## config.mk

```make
export PLATFORM = sky130hd
export DESIGN_NAME = sha256_block_feeder_flat
export DESIGN_NICKNAME = d
export VERILOG_FILES = /design/src/rtl/sha256_block_feeder_pkg.sv /design/src/rtl/sha256_block_feeder_if.sv /design/src/rtl/sha256_block_feeder_tail_pack.sv /design/src/rtl/sha256_block_feeder.sv /design/src/flat_wrapper.sv
export SDC_FILE = /design/constraint.sdc
export NUM_CORES = 2
export LEC_CHECK = 0
export CAP_MARGIN = 20
export CORE_AREA = 2 2 519 521
export CTS_BUF_LIST = sky130_fd_sc_hd__clkbuf_8
export DETAILED_ROUTE_END_ITERATION = 7
export DIE_AREA = 0 0 521 523
export DONT_BUFFER_PORTS = 1
export SYNTH_ARGS = -nofsm -noshare
export SYNTH_HDL_FRONTEND = slang
export SYNTH_SLANG_ARGS = --single-unit
```

## constraint.sdc

```tcl
create_clock -name clk -period 7.1 [get_ports clk]
set_input_delay 0.355 -clock clk [delete_from_list [all_inputs] [get_ports clk]]
set_output_delay 0.355 -clock clk [all_outputs]
set_load 0.005 [all_outputs]
```

## src/rtl/sha256_block_feeder_pkg.sv

```systemverilog
// Shared types and constants for the SHA-256 block feeder.
// Optional byte-granular tails are enabled by defining SHA256_FEEDER_BYTE_EN.
package sha256_pkg;

  typedef logic [31:0] word_t;
  typedef word_t [15:0] block_t;
  typedef word_t [7:0]  hash_t;

  typedef enum logic [2:0] {
    S_IDLE    = 3'd0,
    S_FILL    = 3'd1,
    S_PAD     = 3'd2,
    S_LEN     = 3'd3,
    S_START   = 3'd4,
    S_WAIT_LO = 3'd5,
    S_WAIT_HI = 3'd6,
    S_OUT     = 3'd7
  } feeder_state_t;

  // Element 0 is H0.
  localparam hash_t SHA256_IV = {32'h5be0cd19, 32'h1f83d9ab, 32'h9b05688c, 32'h510e527f,
                                 32'ha54ff53a, 32'h3c6ef372, 32'hbb67ae85, 32'h6a09e667};

  localparam word_t PAD_WORD = 32'h80000000;

endpackage

```

## src/rtl/sha256_block_feeder_if.sv

```systemverilog
// Handshake bus between the block feeder (master) and one simplified_sha256 core (slave).
interface sha256_block_feeder_if;
  import sha256_pkg::*;

  logic   core_start;
  logic   core_new_hashes;
  block_t core_message;
  hash_t  core_in;
  hash_t  core_sha;
  logic   core_done;

  modport master (
    output core_start, core_new_hashes, core_message, core_in,
    input  core_sha, core_done
  );

  modport slave (
    input  core_start, core_new_hashes, core_message, core_in,
    output core_sha, core_done
  );
endinterface

```

## src/rtl/sha256_block_feeder_tail_pack.sv

```systemverilog
// Last-word packer: keeps the valid bytes, inserts the 0x80 marker after them.
// With SHA256_FEEDER_BYTE_EN undefined every tail is a full word and 0x80 always carries.
module sha256_tail_pack
  import sha256_pkg::*;
(
  input  word_t      data_word,
  input  logic [2:0] n_bytes,
  output word_t      tail_word,
  output logic       carry_pad,
  output logic [2:0] eff_bytes
);

`ifdef SHA256_FEEDER_BYTE_EN
  // Byte mask and marker insertion; out-of-range counts behave as a full word.
  always_comb begin
    tail_word = data_word;
    carry_pad = 1'b0;
    eff_bytes = n_bytes;
    case (n_bytes)
      3'd0: tail_word = PAD_WORD;
      3'd1: tail_word = {data_word[31:24], 8'h80, 16'h0000};
      3'd2: tail_word = {data_word[31:16], 8'h80, 8'h00};
      3'd3: tail_word = {data_word[31:8], 8'h80};
      default: begin
        tail_word = data_word;
        carry_pad = 1'b1;
        eff_bytes = 3'd4;
      end
    endcase
  end
`else
  logic unused_n_bytes_s;
  assign unused_n_bytes_s = ^n_bytes;

  // Whole-word messages only.
  always_comb begin
    tail_word = data_word;
    carry_pad = 1'b1;
    eff_bytes = 3'd4;
  end
`endif

endmodule

```

## src/rtl/sha256_block_feeder.sv

```systemverilog
// SHA-256 front end: pads a 32-bit word stream, feeds 512-bit blocks to one core, chains H.
// Byte-granular tails require SHA256_FEEDER_BYTE_EN; otherwise in_bytes is ignored.
module sha256_block_feeder
  import sha256_pkg::*;
#(
  parameter int LEN_W = 64
) (
  input  logic                  clk,
  input  logic                  reset_n,
  input  logic                  in_valid,
  output logic                  in_ready,
  input  word_t                 in_data,
  input  logic                  in_last,
  input  logic [2:0]            in_bytes,
  sha256_block_feeder_if.master core,
  output hash_t                 digest,
  output logic                  digest_valid,
  input  logic                  digest_ready
);

  feeder_state_t    state_r, state_next_s;
  logic [3:0]       widx_r;
  logic [LEN_W-1:0] len_r;
  logic             first_r, final_r, pend_r, spill_r, ovf_r;
  block_t           msg_r;
  hash_t            h_r, digest_r;
  logic             in_ready_r, core_start_r, new_hashes_r, digest_valid_r;

  word_t            tail_word_s;
  logic             tail_carry_s;
  logic [2:0]       tail_bytes_s;
  logic             accept_s;
  word_t            pad_word_s;
  logic [63:0]      len64_s;

  sha256_tail_pack u_tail (
    .data_word (in_data),
    .n_bytes   (in_bytes),
    .tail_word (tail_word_s),
    .carry_pad (tail_carry_s),
    .eff_bytes (tail_bytes_s)
  );

  assign accept_s   = (state_r == S_FILL) && in_valid;
  assign pad_word_s = pend_r ? PAD_WORD : 32'h00000000;
  assign len64_s    = 64'(len_r);

  // State register.
  always_ff @(posedge clk or negedge reset_n) begin
    if (!reset_n) state_r <= S_IDLE;
    else          state_r <= state_next_s;
  end

  // Next-state logic; spill means the 0x80 marker left no room for the length words.
  always_comb begin
    state_next_s = state_r;
    case (state_r)
      S_IDLE: if (in_valid) state_next_s = S_FILL; else state_next_s = S_IDLE;
      S_FILL: begin
        if (!accept_s)                               state_next_s = S_FILL;
        else if (!in_last)                           state_next_s = (widx_r == 4'd15) ? S_START : S_FILL;
        else if (widx_r == 4'd15)                    state_next_s = S_START;
        else if ((widx_r == 4'd13) && !tail_carry_s) state_next_s = S_LEN;
        else                                         state_next_s = S_PAD;
      end
      S_PAD: begin
        if (widx_r == 4'd15)                     state_next_s = S_START;
        else if ((widx_r == 4'd13) && !spill_r)  state_next_s = S_LEN;
        else                                     state_next_s = S_PAD;
      end
      S_LEN:     state_next_s = S_START;
      S_START:   state_next_s = S_WAIT_LO;
      S_WAIT_LO: if (!core.core_done) state_next_s = S_WAIT_HI; else state_next_s = S_WAIT_LO;
      S_WAIT_HI: begin
        if (!core.core_done) state_next_s = S_WAIT_HI;
        else if (final_r)    state_next_s = S_OUT;
        else if (ovf_r)      state_next_s = S_PAD;
        else                 state_next_s = S_FILL;
      end
      S_OUT:   if (digest_ready) state_next_s = S_IDLE; else state_next_s = S_OUT;
      default: state_next_s = S_IDLE;
    endcase
  end

  // Block assembly, length counting, hash chaining and registered outputs.
  always_ff @(posedge clk or negedge reset_n) begin
    if (!reset_n) begin
      widx_r         <= 4'd0;
      len_r          <= '0;
      first_r        <= 1'b1;
      final_r        <= 1'b0;
      pend_r         <= 1'b0;
      spill_r        <= 1'b0;
      ovf_r          <= 1'b0;
      msg_r          <= '0;
      h_r            <= '0;
      digest_r       <= '0;
      in_ready_r     <= 1'b0;
      core_start_r   <= 1'b0;
      new_hashes_r   <= 1'b0;
      digest_valid_r <= 1'b0;
    end else begin
      case (state_r)
        S_IDLE: begin
          widx_r  <= 4'd0;
          len_r   <= '0;
          first_r <= 1'b1;
          final_r <= 1'b0;
          pend_r  <= 1'b0;
          spill_r <= 1'b0;
          ovf_r   <= 1'b0;
        end
        S_FILL: begin
          if (accept_s) begin
            widx_r <= widx_r + 4'd1;
            if (in_last) begin
              msg_r[widx_r] <= tail_word_s;
              len_r         <= len_r + LEN_W'({tail_bytes_s, 3'b000});
              pend_r        <= tail_carry_s;
              spill_r       <= (widx_r >= 4'd14) && !tail_carry_s;
              ovf_r         <= (widx_r == 4'd15);
            end else begin
              msg_r[widx_r] <= in_data;
              len_r         <= len_r + LEN_W'(6'd32);
            end
          end
        end
        S_PAD: begin
          msg_r[widx_r] <= pad_word_s;
          pend_r        <= 1'b0;
          widx_r        <= widx_r + 4'd1;
          if (pend_r && (widx_r >= 4'd14)) spill_r <= 1'b1;
          if (widx_r == 4'd15)             ovf_r   <= 1'b1;
        end
        S_LEN: begin
          msg_r[14] <= len64_s[63:32];
          msg_r[15] <= len64_s[31:0];
          final_r   <= 1'b1;
        end
        S_WAIT_HI: begin
          if (core.core_done) begin
            h_r     <= core.core_sha;
            first_r <= 1'b0;
            widx_r  <= 4'd0;
            spill_r <= 1'b0;
            ovf_r   <= 1'b0;
            if (final_r) digest_r <= core.core_sha;
          end
        end
        default: ;
      endcase
      in_ready_r     <= (state_next_s == S_FILL);
      core_start_r   <= (state_next_s == S_START);
      digest_valid_r <= (state_next_s == S_OUT);
      if (state_next_s == S_START) new_hashes_r <= ~first_r;
    end
  end

  assign in_ready             = in_ready_r;
  assign core.core_start      = core_start_r;
  assign core.core_new_hashes = new_hashes_r;
  assign core.core_message    = msg_r;
  assign core.core_in         = h_r;
  assign digest               = digest_r;
  assign digest_valid         = digest_valid_r;

endmodule
```

## src/flat_wrapper.sv

```systemverilog
// flat-port wrapper written by rule: the top's interface ports become plain ports
module sha256_block_feeder_flat import sha256_pkg::*;
#(
  parameter int LEN_W = 64
)
  (clk, reset_n, in_valid, in_ready, in_data, in_last, in_bytes, digest, digest_valid, digest_ready, core_core_start, core_core_new_hashes, core_core_message, core_core_in, core_core_sha, core_core_done);
  sha256_block_feeder_if core_i ();
  input  logic clk;
  input  logic reset_n;
  input  logic in_valid;
  output logic in_ready;
  input  word_t in_data;
  input  logic in_last;
  input  logic [2:0] in_bytes;
  output hash_t digest;
  output logic digest_valid;
  input  logic digest_ready;
  output wire logic [$bits(core_i.core_start)-1:0] core_core_start;
  output wire logic [$bits(core_i.core_new_hashes)-1:0] core_core_new_hashes;
  output wire logic [$bits(core_i.core_message)-1:0] core_core_message;
  output wire logic [$bits(core_i.core_in)-1:0] core_core_in;
  input wire logic [$bits(core_i.core_sha)-1:0] core_core_sha;
  input wire logic [$bits(core_i.core_done)-1:0] core_core_done;
  assign core_core_start = core_i.core_start;
  assign core_core_new_hashes = core_i.core_new_hashes;
  assign core_core_message = core_i.core_message;
  assign core_core_in = core_i.core_in;
  assign core_i.core_sha = core_core_sha;
  assign core_i.core_done = core_core_done;
  sha256_block_feeder #(.LEN_W(LEN_W)) u_core (.clk(clk), .reset_n(reset_n), .in_valid(in_valid), .in_ready(in_ready), .in_data(in_data), .in_last(in_last), .in_bytes(in_bytes), .core(core_i), .digest(digest), .digest_valid(digest_valid), .digest_ready(digest_ready));
endmodule
```

## After elaboration in Yosys (flattened, before gate mapping)

Cells that the tools add are included.

- Reduce and logical (&&, ||, !) cells: 24
- Order comparisons: 3
- Bitwise operators: 1
- Eq/ne operators: 17
- $add $sub $neg: 2
- Multiplexer cells: 40

Operators with widths:

| operator | number |
|---|---|
| $bwmux W512 | 2 |
| $pmux W448 S2 | 1 |
| $mux W512 | 1 |
| $pmux W64 S3 | 1 |
| $demux W32 S4 | 1 |
| $pmux W64 S2 | 1 |
| $add A64 B6 Y64 const B | 1 |
| $mux W32 | 2 |
| $mux W64 | 1 |
| $mux W3 | 8 |
| $pmux W3 S8 | 1 |
| $eq A3 B3 Y1 const B | 6 |
| $pmux W4 S4 | 1 |
| $mux W1 | 11 |
| $reduce_and A2 Y1 | 5 |
| $reduce_and A5 Y1 | 2 |
| $reduce_bool A2 Y1 | 5 |
| $reduce_and A3 Y1 | 3 |
| $eq A4 B4 Y1 const B | 2 |
| $mux W4 | 2 |
| $pmux W1 S4 | 2 |
| $eq A3 B1 Y1 const B | 2 |
| $eq A3 B2 Y1 const B | 2 |
| $ne A2 B1 Y1 const B | 3 |
| 14 further kinds | 21 |

- Logic and storage cells: 131
- Input port bits: 297
- Output and inout port bits: 1028
- Register bits: 1104

## Longest topological paths before layout

- Word-level depth: 7
- Gate-level depth with buffers: 9
- Depth with buffers taken out: 7

## Cells and area by module

From an unflattened synthesis, not the netlist that was laid out.

- Cell total of the unflattened synthesis: 3155
- Area, all modules: 43197.7 um^2

By module, submodules not included:

| module | area each (um^2) | instances | cells each | seq. area each (um^2) |
|---|---|---|---|---|
| sha256_block_feeder | 42919.9 | 1 | 3117 | 27552.7 |
| sha256_tail_pack | 277.8 | 1 | 38 | 0.0 |

## Least setup slack after synthesis

No wires, ideal clock.

- Path kind: reg-to-reg
- Start: register u_core.state_r[2]
- End: register u_core.len_r[48], in the netlist u_core.len64_s[48]
- Arrival time: 2.224 ns
- Clock period less this slack: 2.302 ns
- Setup slack: 4.798 ns
- Setup time: 0.078 ns
- Buffers on the path: 1
- Data required time: 7.022 ns
- Stages on the path, launching flop included: 7
- Cells stage by stage: dfrtp_1 nor2_2 or4b_4 or4_1 buf_2 or4_1 a21oi_1

- Longest elaborated chain between the ends: 4
- Elaborated cells between the ends (all ways): 7
- Those cells by class: eq/ne (2); mux (1); reduce/logical (4)

Ends and longest elaborated chain:

| element | RTL line | RTL |
|---|---|---|
| from (decl) | sha256_block_feeder.sv:21 | `feeder_state_t state_r, state_next_s;` |
| from (signal assigned) | sha256_block_feeder.sv:51 | `else state_r <= state_next_s;` |
| $eq A3 B1 Y1 | sha256_block_feeder.sv:44, sha256_block_feeder.sv:103 |  |
| $logic_and A1 B1 Y1 | sha256_block_feeder.sv:44 | `assign accept_s = (state_r == S_FILL) && in_valid;` |
| $ne A2 B1 Y1 (no line) | - |  |
| $reduce_and A2 Y1 (no line) | - |  |
| to (signal assigned) | sha256_block_feeder.sv:118 | `len_r <= len_r + LEN_W'({tail_bytes_s, 3'b000});` |
| to (signal assigned) | sha256_block_feeder.sv:124 | `len_r <= len_r + LEN_W'(6'd32);` |
| to (decl) | sha256_block_feeder.sv:23 | `logic [LEN_W-1:0] len_r;` |

Several ways; a longest one is shown, not always the timed one.
A chain may end at the register's enable or synchronous reset.

## Final worst setup path

- Start: register u_core.state_r[0]
- End: register u_core.h_r (netlist bit u_core.core.core_in[161])

- Longest elaborated chain between the ends: 2

Ends and longest elaborated chain:

| element | RTL line | RTL |
|---|---|---|
| $eq A3 B3 Y1 | sha256_block_feeder.sv:103 | `case (state_r)` |
| $reduce_and A2 Y1 (no line) | - |  |
| to (signal assigned) | sha256_block_feeder.sv:142 | `h_r <= core.core_sha;` |
| to (decl) | sha256_block_feeder.sv:26 | `hash_t h_r, digest_r;` |

No other way between the ends.

==> qor.yml <==
status:
  status: "complete, no violations"
cells_and_area:
  finalNetCount: 3984
  fill_cells: 28689
  final_core_util_pct: 20.1
  areaGrowthSynthToFinish_pct: 29.0
  drive_gt1_share_pct: 22.8
detailed_routing:
  route.met3.wl_um: 20500
  vias: 29688
  wire_per_inst_um: 27.0
  drc: 0
  viasPerCell: 4.00
  detail-route-antenna-nets: 0
  routed_wirelength_um: 201000
  wl_met2_um: 98200
  wl_met1_um: 69400
  drt-pass1-iter-count: 5
  topRoutingLayerUsed: "met5"
  drt_iter0_drc: 2031
clock_tree:
  cts_tree: "done"
  clk_path_buf_depth: 4
  cts_buffers: 191
  cts_root_buf: "clkbuf_8"
  worstSkewPairLatency_ps: 1020
  cts-resized-gates: 0
  clk_pin_slew_ps: 60
  htree_levels: 4
  hold_buffers: 381
  postCtsSetupRepairBufs: 0
  clkSinkCount: 1099
die:
  die_h_um: 523
  start_util_pct: 15.6
  rows: 190
  die_area_sq_um: 272000
  pin_count: 1325
  die_w_um: 521
  core_region_area_sq_um: 267000
yosys:
  ys_types: 56
  synthTopCellsByCount: "dfrtp_1 (1098), nand2_1 (541), mux2_2 (513)"
  yosys.area.top_type: "dfrtp_1"
  yosys-top-cells-area: "dfrtp_1 (66%), mux2_2 (14%), o21ai_0 (5.9%)"
  ys_ff_latch: 1099
  ys_seq_area_share_pct: 66.2
  synth-main-ff-cell: "dfrtp_1"
  yosys_warnings: 0
  syn_inst: 3309
  synth_nets: 3611
  synth_enable_flop_cells: 0
  synth_area_per_cell_sq_um: 12.6
  yosysMostFrequentCell: "dfrtp_1"
  ys_async_sr_fraction_pct: 100
  syn_area_sq_um: 41600
  synthDominantCellAreaShare_pct: 66.1
sta:
  setup-violations-final: 0
  maxSlewViolCount: 0
  slew-limit-headroom_pct: 17.4
  grt_setup_unrepaired: "false"
  tns_ps: 0
  max_freq_mhz: 261
  post-route-period-util_pct: 53.9
  period_minus_slack_ps: 3830
  worstMarginPinSlew_ps: 1240
  hold_violations: 0
  skew_ps: 101
pwr:
  p_leak_nw: 23.6
  p_per_area_nw_per_um2: 375
  max-vdd-ir-drop_uv: 265
place:
  finalWeightedCongestion: 0.860
  dp_hpwl_um: 153000
  port_buffers: 0
grt:
  antenna_found_initial: 93
  grt_max_degree: 246
  gr-total-overflow: 0
  first_global_vias: 29723
  grt_pass1_wl_um: 264000
  groute.usage.overall_pct: 14.0
setup_path:
  end_kind: "flop"
  critical_path_class: "flop to flop"
  crit_required_ps: 7940
  arrival_ps: 4670
  crit_fanout: 126
  startpoint_type: "flop"
job:
  maxCapViolCount: 0
worst_hold_path:
  hold_path.class: "primary input to flop"
## final cells by class
type	count	area [sq um]	share of cell area [%]
Inverter	18	67.6	0.126
Tap cell	3552	4440	8.29
Antenna cell	49	123	0.229
Sequential cell	1099	27500	51.3
Timing Repair Buffer	421	4290	8.00
Clock inverter	103	773	1.44
Multi-Input combinational cell	1951	13200	24.7
Clock buffer	230	3170	5.91
## layer usage
metal  track usage, %  up-vias
met1             14.6    14930
met5                0        -
met4             7.44       40
met3             5.57      489
met2             24.3     1756
li1                 -    12473
## critical path, cell delays in order, from the launching register on
cell and delay [ps]:
dfrtp_1 760, nand4b_1 210, buf_4 470, buf_4 470, buf_12 490, mux2_2 420, dlygate4sd3_1 570
## report_power, final
part           leakage (nW)  internal (mW)  switching, mW  total, mW
clock network          2.23           3.28           2.83       6.10
registers              14.7           8.08           2.56       10.6
logic                  6.69           1.58           1.75       3.33
## cell families after synthesis
kind of cell,after synthesis,synth area share (%)
simple gates,736,7.68
fa+ha+maj,5,0.151
flops,1099,66.2
compound gates,674,9.23
mux,514,13.9
xor+xnor,22,0.464
buf+inv,259,2.36
## layout by cell type (no fill, tap or decap), drive strengths merged, types with 7 or more instances in the layout
cell	instances
mux2	513
and3	12
nor2	38
dlygate4sd3	380
clkinvlp	7
o31ai	18
nor4	12
clkinv	25
clkbuf	230
nand3	35
dfrtp	1098
or4	22
nand2	541
nand4	19
o21ai	494
diode	49
bufinv	9
o2bb2ai	34
xor2	7
or3	12
a21oi	44
nor3	12
and4	9
inv	80
a32oi	57
buf	41
xnor2	15
## through the flow
| step | power, mW | cells | area (sq um) | setup slack [ps] | hold slack, ps |
|---|---|---|---|---|---|
| CTS | 20.3 | 7373 | 53400 | 3390 | 0.243 |
| floorplan | 11.3 | 3309 | 41600 | 4800 | 59.4 |
| finish | 20.1 | 7423 | 53600 | 3270 | 107 |
| global route | 21.1 | 7398 | 53500 | 3120 | 12.9 |
| global placement | 13.5 | 6659 | 45700 | 3540 | 63.7 |
| detailed placement | 13.7 | 6659 | 45700 | 3540 | 64.1 |
## registers in the layout (all words and copies together) (netlist names)
signal / count
u_core.core.core_message: 512
u_core.digest: 256
u_core.digest_valid: 1
u_core.len64_s: 59
u_core.state_r: 3
u_core.widx_r: 4
u_core.final_r: 1
u_core.in_ready: 1
u_core.core.core_in: 256
u_core.first_r: 1
u_core.pend_r: 1
u_core.spill_r: 1
u_core.core.core_start: 1
u_core.ovf_r: 1
u_core.core.core_new_hashes: 1
## final timing paths
| path | slack, ps | to | depth (start not counted) | start |
|---|---|---|---|---|
| min in group asynchronous | 200 | u_core.core.core_message[134] | 2 | reset_n |
| min reg2reg | 470 | u_core.first_r | 2 | u_core.first_r |
| max | 3270 | u_core.core.core_in[161] | 6 | u_core.state_r[0] |
| max in group asynchronous | 3810 | u_core.digest[13] | 6 | reset_n |
| min | 110 | u_core.core.core_in[167] | 2 | core_core_sha[167] |
| max reg2reg | 3270 | u_core.core.core_in[161] | 6 | u_core.state_r[0] |
No activity file was read; power rests on OpenSTA's default activity.
